==> src/rtl/sva_ref_pkg.sv <==
// ---------------------------------------------------------------------------
// sva_ref_pkg
// Shared types and helpers for the sampled-value reference model.
//   sv_flags_t : packed bundle of the $rose/$fell/$stable results of a tick
//   DEF_CNT_W  : default width of the pass/fail scoreboard counters
//   sat_inc    : saturating increment, used so counters stick at all-ones
// ---------------------------------------------------------------------------
package sva_ref_pkg;

  typedef struct packed {
    logic rose;
    logic fell;
    logic stable;
  } sv_flags_t;

  localparam int DEF_CNT_W = 16;

  // Counters are at most 32 bits wide, so the increment is done at 32 bits
  // and the caller narrows the result back to its own width. maxVal is the
  // all-ones value of the caller's counter width.
  function automatic logic [31:0] sat_inc(input logic [31:0] cnt,
                                          input logic [31:0] maxVal);
    return (cnt >= maxVal) ? cnt : cnt + 32'd1;
  endfunction

endpackage

==> src/rtl/sva_sample_history.sv <==
// ---------------------------------------------------------------------------
// sva_sample_history
// Tick-enabled history of the monitored signal plus the $past read mux.
//   i_clk, i_rst_n : clock (posedge) and asynchronous active-low reset
//   i_tick         : sampling tick qualifier
//   i_val          : value captured into slot 0 on a tick
//   i_past_sel     : history index; values at or beyond DEPTH read the oldest slot
//   o_last         : most recently sampled value (slot 0)
//   o_past_val     : slot selected by i_past_sel, purely from registered history
// ---------------------------------------------------------------------------
module sva_sample_history #(
  parameter int WIDTH = 1,
  parameter int DEPTH = 4,
  localparam int SEL_W = $clog2(DEPTH) | 1
) (
  input  logic             i_clk,
  input  logic             i_rst_n,
  input  logic             i_tick,
  input  logic [WIDTH-1:0] i_val,
  input  logic [SEL_W-1:0] i_past_sel,
  output logic [WIDTH-1:0] o_last,
  output logic [WIDTH-1:0] o_past_val
);

  logic [WIDTH-1:0] r_hist [DEPTH];
  logic [WIDTH-1:0] w_pastVal;

  // Shift register of sampled values. Slot 0 holds the newest sample and
  // slot DEPTH-1 the oldest; everything clears to 0 on reset, which is what
  // makes the value "before the first sample" read as 0.
  always_ff @(posedge i_clk or negedge i_rst_n) begin
    if (!i_rst_n) begin
      for (int i = 0; i < DEPTH; i++) r_hist[i] <= '0;
    end else if (i_tick) begin
      r_hist[0] <= i_val;
      for (int i = 1; i < DEPTH; i++) r_hist[i] <= r_hist[i-1];
    end
  end

  // Read mux for $past. Defaulting to the oldest slot covers any select
  // value past the end of the history without a separate clamp stage.
  always_comb begin
    w_pastVal = r_hist[DEPTH-1];
    for (int i = 0; i < DEPTH; i++) begin
      if (i_past_sel == SEL_W'(i)) w_pastVal = r_hist[i];
    end
  end

  assign o_last     = r_hist[0];
  assign o_past_val = w_pastVal;

endmodule

==> src/rtl/sva_sampled_ref.sv <==
// ---------------------------------------------------------------------------
// sva_sampled_ref
// Plain-RTL golden model of $past/$rose/$fell/$stable and of the implication
// "ante |=> $rose(val)", scored once per sampling tick.
//   clk, rst_n  : sampling clock (posedge), asynchronous active-low reset
//   smp_en      : tick qualifier (tick = posedge clk with smp_en=1)
//   val, ante   : monitored signal and implication antecedent, sampled at ticks
//   past_sel    : $past depth select minus one
//   past_val    : history slot chosen by past_sel
//   rose/fell   : LSB edge of the last tick; stable compares the whole vector
//   chk_valid   : one-cycle pulse when an armed implication was evaluated
//   chk_fail    : one-cycle pulse, qualified by chk_valid, consequent false
//   pass_cnt/fail_cnt : saturating scoreboard counters
// ---------------------------------------------------------------------------
module sva_sampled_ref
  import sva_ref_pkg::*;
#(
  parameter int WIDTH = 1,
  parameter int DEPTH = 4,
  parameter int CNT_W = DEF_CNT_W
) (
  input  logic                          clk,
  input  logic                          rst_n,
  input  logic                          smp_en,
  input  logic [WIDTH-1:0]              val,
  input  logic                          ante,
  input  logic [($clog2(DEPTH)|1)-1:0]  past_sel,
  output logic [WIDTH-1:0]              past_val,
  output logic                          rose,
  output logic                          fell,
  output logic                          stable,
  output logic                          chk_valid,
  output logic                          chk_fail,
  output logic [CNT_W-1:0]              pass_cnt,
  output logic [CNT_W-1:0]              fail_cnt
);

  localparam logic [CNT_W-1:0] CNT_ONES = '1;

  logic [WIDTH-1:0] w_last;
  logic             w_roseNow;
  sv_flags_t        r_flags;
  logic             r_pend;
  logic             r_chkValid;
  logic             r_chkFail;
  logic [CNT_W-1:0] r_passCnt;
  logic [CNT_W-1:0] r_failCnt;

  sva_sample_history #(
    .WIDTH (WIDTH),
    .DEPTH (DEPTH)
  ) u_history (
    .i_clk      (clk),
    .i_rst_n    (rst_n),
    .i_tick     (smp_en),
    .i_val      (val),
    .i_past_sel (past_sel),
    .o_last     (w_last),
    .o_past_val (past_val)
  );

  // The implication consequent is $rose(val) evaluated at the same tick,
  // so a single term feeds both the rose flag and the checker.
  assign w_roseNow = val[0] & ~w_last[0];

  // Flags, implication state and scoreboard. chk_valid/chk_fail default low
  // every cycle so they stay one-cycle pulses. pend is rewritten on every
  // tick after the old value has been scored, which lets back-to-back
  // antecedents evaluate the previous one and arm the next in one tick.
  // Reset clears pend, so a check armed before reset is simply dropped.
  always_ff @(posedge clk or negedge rst_n) begin
    if (!rst_n) begin
      r_flags    <= '{rose: 1'b0, fell: 1'b0, stable: 1'b1};
      r_pend     <= 1'b0;
      r_chkValid <= 1'b0;
      r_chkFail  <= 1'b0;
      r_passCnt  <= '0;
      r_failCnt  <= '0;
    end else begin
      r_chkValid <= 1'b0;
      r_chkFail  <= 1'b0;
      if (smp_en) begin
        r_flags.rose   <= w_roseNow;
        r_flags.fell   <= ~val[0] & w_last[0];
        r_flags.stable <= (val == w_last);
        r_pend         <= ante;
        if (r_pend) begin
          r_chkValid <= 1'b1;
          r_chkFail  <= ~w_roseNow;
          if (w_roseNow)
            r_passCnt <= CNT_W'(sat_inc(32'(r_passCnt), 32'(CNT_ONES)));
          else
            r_failCnt <= CNT_W'(sat_inc(32'(r_failCnt), 32'(CNT_ONES)));
        end
      end
    end
  end

  assign rose      = r_flags.rose;
  assign fell      = r_flags.fell;
  assign stable    = r_flags.stable;
  assign chk_valid = r_chkValid;
  assign chk_fail  = r_chkFail;
  assign pass_cnt  = r_passCnt;
  assign fail_cnt  = r_failCnt;

endmodule

==> config.mk <==
export PLATFORM = sky130hd
export DESIGN_NAME = sva_sampled_ref
export DESIGN_NICKNAME = d
export VERILOG_FILES = /design/src/rtl/sva_ref_pkg.sv /design/src/rtl/sva_sample_history.sv /design/src/rtl/sva_sampled_ref.sv
export SDC_FILE = /design/constraint.sdc
export NUM_CORES = 1
export LEC_CHECK = 0
export BUFFER_PORTS_ARGS = -buffer_cell sky130_fd_sc_hd__buf_2
export CAP_MARGIN = 20
export CORE_ASPECT_RATIO = 0.6
export CORE_UTILIZATION = 53
export DETAILED_ROUTE_END_ITERATION = 6
export PLACE_DENSITY = 0.83
export SLEW_MARGIN = 15
export SYNTH_ARGS = -nofsm -noshare
export SYNTH_HDL_FRONTEND = slang
export SYNTH_HIERARCHICAL = 1
export SYNTH_SLANG_ARGS = --single-unit
==> constraint.sdc <==
create_clock -name clk -period 2.1 [get_ports clk]
set_input_delay 0.42 -clock clk [delete_from_list [all_inputs] [get_ports clk]]
set_output_delay 0.42 -clock clk [all_outputs]
set_load 0.01 [all_outputs]
==> metrics.cfg, run 1 <==
[pwr]
power_uw=2090
ir_worst_vdd_mv=0.670
leakage_uw=0.00117
internal_power_uw=1470
power_per_cell_area_nw_per_um2=881
p_switching_uw=614
swShare=0.294
p_seq_frac=0.504
p_comb_frac=0.197
pwr-share-clk=0.298

[floorplan]
rows=16
start_util=0.586
ios=46
die_w_um=81.4
die_h_um=49.7
die-area_um2=4040
coreArea_um2=3420

[yosys]
ys_seq_elements=42
yosysWarnings=6
avgSynthCellArea_um2=12.2
synthXorXnorAreaFrac=0.105
synth_compound_area_frac=0.0767
synthSimpleGateAreaFrac=0.172
synth_seq_area_share=0.525
synth_area_um2=2010
synth_cells=165
synth_top_family_by_area=simple AND/OR/NAND/NOR gates
synth.distinct_cells=35
synthMuxAreaShare=0.0736
synthAdderAreaFrac=0.0250
syn_nets=177

[global_route]
grt_pass1_vias=1484
gr-total-overflow=0
grt_max_degree=43
antenna_found_initial=0
grt_usage=0.229
grt_pass1_wl_mm=6.84

[clocking]
post_cts_buffers=0
path_clk_slew_ns=0.08
cts_tree=yes
clkLatencyLatePin_ns=0.29
cts_resized=0
clock-sinks=42
cts_max_path_buffers=2
cts_made_buffers=5
cts_hold_buf=0
h-tree-depth=2
clockRootBuffer=clkbuf_8

[sta]
period_minus_slack_ns=1.84
rsz0062_at_grt=no
fin_skew_ns=0.00508
final_max_slew_viol_count=0
worst_slew_pin_slew_ns=0.525
max_freq_ghz=0.544
setup_viol=0
min_period_over_period=0.876
slew_headroom=0.650
hold_viol=0
tns_ns=0

[layout]
fillers=259
antenna_cells=0
drive_above_1_share=0.338
final_area_um2=2370
layout-area-overhead-vs-synth_pct=18.1
nNetsFinal=224

[placement]
routabilityCongestion=0.842
dpl-instance-area_um2=2260
place_hpwl_mm=3.02
io_buffers=45

[detailed_routing]
ant_nets=0
routed_wl_mm=4.10
drtPass1Iterations=4
via_count=1517
wl_per_cell_um=15.9
viasPerCell=5.88
drt_iter0_drc=97
drc=0

[worst_setup_path]
critPathKind=reg2reg
cp.depth=4
start_kind=register
path_cells=ha_1, and3_1, a41oi_4, mux2_2
crit_required_ns=2.28
ff2ff_setup_slack_ns=0.26
crit_family=flip-flops
worstPathArrival_ns=2.02
worstPathMaxFanout=8
r2r_end=pass_cnt[1]
worst-path-buf-inv=0
cp_slowest_cell=dfrtp_1
slowest_delay_ns=0.44
worstSetupEndpointType=register
reg2regPathDepth=4
regToRegStartpoint=pass_cnt[0]

[run_status]
status=finished clean

[worst_hold_path]
holdCritPathClass=in2async

[run]
maxCapViolCount=0

==> layer usage <==
metal | GRT usage | vias up | routed length, um
met5 | 0 | - | 0
met4 | 0.0982 | 0 | 76
met3 | 0.0611 | 11 | 248
met2 | 0.351 | 51 | 1920
met1 | 0.306 | 751 | 1850
li1 | - | 704 | -
==> power by group through the flow <==
stage / logic (uW) / registers, uW / clock network (uW)
global placement: 391 / 1050 / 0
finish: 412 / 1050 / 623
CTS: 418 / 1050 / 634
global route: 450 / 1070 / 671
floorplan: 193 / 1080 / 0
detailed placement: 416 / 1060 / 0
==> kinds of logic (layout without fill, tap and decap cells) <==
group	count (synthesis)	in the layout
multiplexers	13	13
adder cells (fa/ha/maj)	4	4
buffers and inverters	10	58
XOR/XNOR	24	24
flip-flops	42	42
AND/OR/NAND/NOR	53	53
AO/OA/AOI/OAI	19	19
==> cell type report <==
| class | instances | area [um2] | area share |
|---|---|---|---|
| multi-input cells | 113 | 906 | 0.382 |
| clock inverters | 1 | 30.0 | 0.0127 |
| well taps | 45 | 56.3 | 0.0238 |
| flip-flops and latches | 42 | 1050 | 0.444 |
| inverters | 4 | 15.0 | 0.00634 |
| repair buffers | 46 | 233 | 0.0983 |
| clock buffers | 7 | 76.3 | 0.0322 |
==> cells in the final DEF (no fill, tap or decap), types with 2 or more instances in the layout <==
cell type  count
a21oi_1        7
dfrtp_1       41
nand3_1        8
mux2_2        10
a41oi_1        2
and4_1         4
nand2_1        5
clkbuf_8       5
inv_1          4
xnor2_1       21
o211ai_1       2
nor2_1         3
ha_1           4
and3_1         9
buf_2         45
a31oi_1        3
clkbuf_1       2
and2_1         2
mux2i_1        2
xor2_1         3
nand4_1       14
==> stage by stage <==
step / std cells / setup slack (ns) / hold WS [ns] / utilization
detailed placement: 250 / 0.218 / 0.488 / 0.661
global route: 258 / 0.183 / 0.224 / 0.692
CTS: 258 / 0.275 / 0.199 / 0.692
floorplan: 165 / 0.325 / 0.124 / -
finish: 258 / 0.261 / 0.178 / 0.692
global placement: 250 / 0.324 / 0.470 / 0.661
==> worst max-delay path by stage <==
stage | start | endpoint | slack [ns]
after floorplan | pass_cnt[0] | pass_cnt[1] | 0.32
after global placement | val | fail_cnt[1] | 0.32
after detailed placement | val | fail_cnt[13] | 0.22
after CTS | fail_cnt[0] | fail_cnt[1] | 0.27
after global routing | pass_cnt[0] | pass_cnt[1] | 0.18
final | pass_cnt[0] | pass_cnt[1] | 0.26
==> cells in the mapped netlist <==
library cell	instances	share of area
dfrtp_1	41	0.51
xnor2_1	21	0.092
nand4_1	14	0.044
mux2_2	10	0.056
and3_1	9	0.028
nand3_1	8	0.020
a21oi_1	7	0.017
buf_2	5	0.012
nand2_1	5	0.0094
and4_1	4	0.017
ha_1	4	0.025
inv_1	4	0.0075
a31oi_1	3	0.0094
nor2_1	3	0.0056
xor2_1	3	0.013
a41oi_1	2	0.0087
and2_1	2	0.0062
mux2i_1	2	0.010
o211ai_1	2	0.0075
a21boi_0	1	0.0037
a41oi_4	1	0.014
and2_0	1	0.0031
and2_2	1	0.0037
and3_2	1	0.0037
and4_2	1	0.0050
buf_4	1	0.0037
dfstp_2	1	0.013
mux2_4	1	0.0075
nand3b_1	1	0.0037
nand4_4	1	0.011
nor3_2	1	0.0050
nor3b_2	1	0.0062
o2111ai_1	1	0.0044
o21a_4	1	0.0075
o22a_1	1	0.0044
==> flip-flops by register name (all words and copies together), names as in the netlist <==
name,cells
rose,1
fell,1
u_history/o_last,1
stable,1
u_history/r_hist,3
r_pend,1
chk_fail,1
fail_cnt,16
pass_cnt,16
chk_valid,1
No activity file was read; power rests on OpenSTA's default activity.
==> run 2: changes to the inputs <==
--- a/config.mk
+++ b/config.mk
@@ -10,7 +10,7 @@
 export CORE_ASPECT_RATIO = 0.6
 export CORE_UTILIZATION = 53
 export DETAILED_ROUTE_END_ITERATION = 6
-export PLACE_DENSITY = 0.83
+export PLACE_DENSITY = 0.79
 export SLEW_MARGIN = 15
 export SYNTH_ARGS = -nofsm -noshare
 export SYNTH_HDL_FRONTEND = slang
==> run 2 against run 1 <==
Effect of this change:
- routed wire length is 1.5% lower
- fmax is 1.6% higher
- sequential power hardly changed
- clock power is 13% lower
- core utilization is 0.073 points lower
- sequential share of layout area hardly changed
- first-iteration DRC count is 49% lower
- clock skew is 0.0061 ns higher
- flip-flop and latch count stayed put
- total power is 3.7% lower
- worst setup slack better by 0.029 ns
- critical path type unchanged
- largest power group unchanged
- highest routed layer unchanged
==> metrics.cfg, run 2 (synthesis results as in run 1) <==
[clocking]
cts_max_path_buffers=2
clkLatencyLatePin_ns=0.31
cts_tree=yes
post_cts_buffers=0
clock-sinks=42
cts_resized=0
cts_made_buffers=5
h-tree-depth=2
path_clk_slew_ns=0.08
clockRootBuffer=clkbuf_8
cts_hold_buf=0

[global_route]
grt_pass1_wl_mm=6.92
grt_pass1_vias=1459
gr-total-overflow=0
grt_max_degree=43
grt_usage=0.234
antenna_found_initial=0

[sta]
hold_viol=0
slew_headroom=0.769
rsz0062_at_grt=no
tns_ns=0
min_period_over_period=0.862
period_minus_slack_ns=1.81
worst_slew_pin_slew_ns=0.343
final_max_slew_viol_count=0
max_freq_ghz=0.552
setup_viol=0
fin_skew_ns=0.0112

[layout]
antenna_cells=0
final_cell_mix=45 x buf_2, 41 x dfrtp_1, 21 x xnor2_1, 14 x nand4_1, 10 x mux2_2
nNetsFinal=224
final_area_um2=2370
fillers=270
drive_above_1_share=0.343
layout-area-overhead-vs-synth_pct=18.0
final_common_cell=buf_2

[detailed_routing]
routed_wl_mm=4.03
drc=0
drt_iter0_drc=49
wl_per_cell_um=15.6
ant_nets=0
viasPerCell=5.71
drtPass1Iterations=4
via_count=1473

[placement]
place_hpwl_mm=2.97
routabilityCongestion=0.830
dpl-instance-area_um2=2270
io_buffers=45

[pwr]
leakage_uw=0.00117
power_uw=2010
ir_worst_vdd_mv=0.551
power_per_cell_area_nw_per_um2=850

[worst_setup_path]
worstPathMaxFanout=8
worstSetupEndpointType=register
start_kind=register
crit_family=flip-flops
path_cells=ha_1, and3_1, a41oi_4, mux2_2
worstPathArrival_ns=2.00
cp_slowest_cell=dfrtp_1
slowest_delay_ns=0.43
worst-path-buf-inv=0
critPathKind=reg2reg
crit_required_ns=2.29

[floorplan]
start_util=0.586
ios=46
die_h_um=49.7
die_w_um=81.4
coreArea_um2=3420
rows=16
die-area_um2=4040

[run]
maxCapViolCount=0

[worst_hold_path]
holdCritPathClass=in2async

[run_status]
status=finished clean

run 2: report_power, final:
group | internal, uW | total [uW] | switching (uW)
combinational | 198 | 412 | 214
sequential | 921 | 1050 | 133
clock | 265 | 544 | 279
total | 1380 | 2010 | 626
run 2: cell type report:
class,instances,area (um2),share of cell area
flip-flops and latches,42,1050,0.445
multi-input cells,113,906,0.383
repair buffers,46,245,0.104
clock buffers,7,86.3,0.0365
well taps,45,56.3,0.0238
inverters,4,15.0,0.00635
clock inverters,1,5.00,0.00212
run 2: per-layer routing:
metal | part of all wire | wire length, um | up-vias | track usage
met5 | 0 | 0 | - | 0
met4 | 0.017 | 70 | 0 | 0.0982
met3 | 0.062 | 250 | 7 | 0.0611
met2 | 0.46 | 1840 | 36 | 0.346
met1 | 0.46 | 1870 | 730 | 0.326
li1 | - | - | 700 | -
run 2: metrics by stage:
| stage | std cells | setup WS, ns | util | hold WS (ns) |
|---|---|---|---|---|
| after CTS | 258 | 0.296 | 0.691 | 0.0807 |
| final | 258 | 0.290 | 0.691 | 0.0779 |
| after global placement | 250 | 0.315 | 0.664 | 0.405 |
| after global routing | 258 | 0.188 | 0.691 | 0.0982 |
| after detailed placement | 250 | 0.249 | 0.664 | 0.409 |
| after floorplan | 165 | 0.325 | - | 0.124 |
run 2: final timing paths:
path | from | to | slack, ns | depth (start not counted)
hold / removal | rst_n | pass_cnt[13] | 0.08 | 2
setup / recovery | pass_cnt[0] | pass_cnt[1] | 0.29 | 4
min in group clk | ante | r_pend | 0.36 | 2
max in group asynchronous | rst_n | stable | 1.77 | 2
hold reg to reg | fail_cnt[14] | fail_cnt[14] | 0.49 | 1
setup reg to reg | pass_cnt[0] | pass_cnt[1] | 0.29 | 4
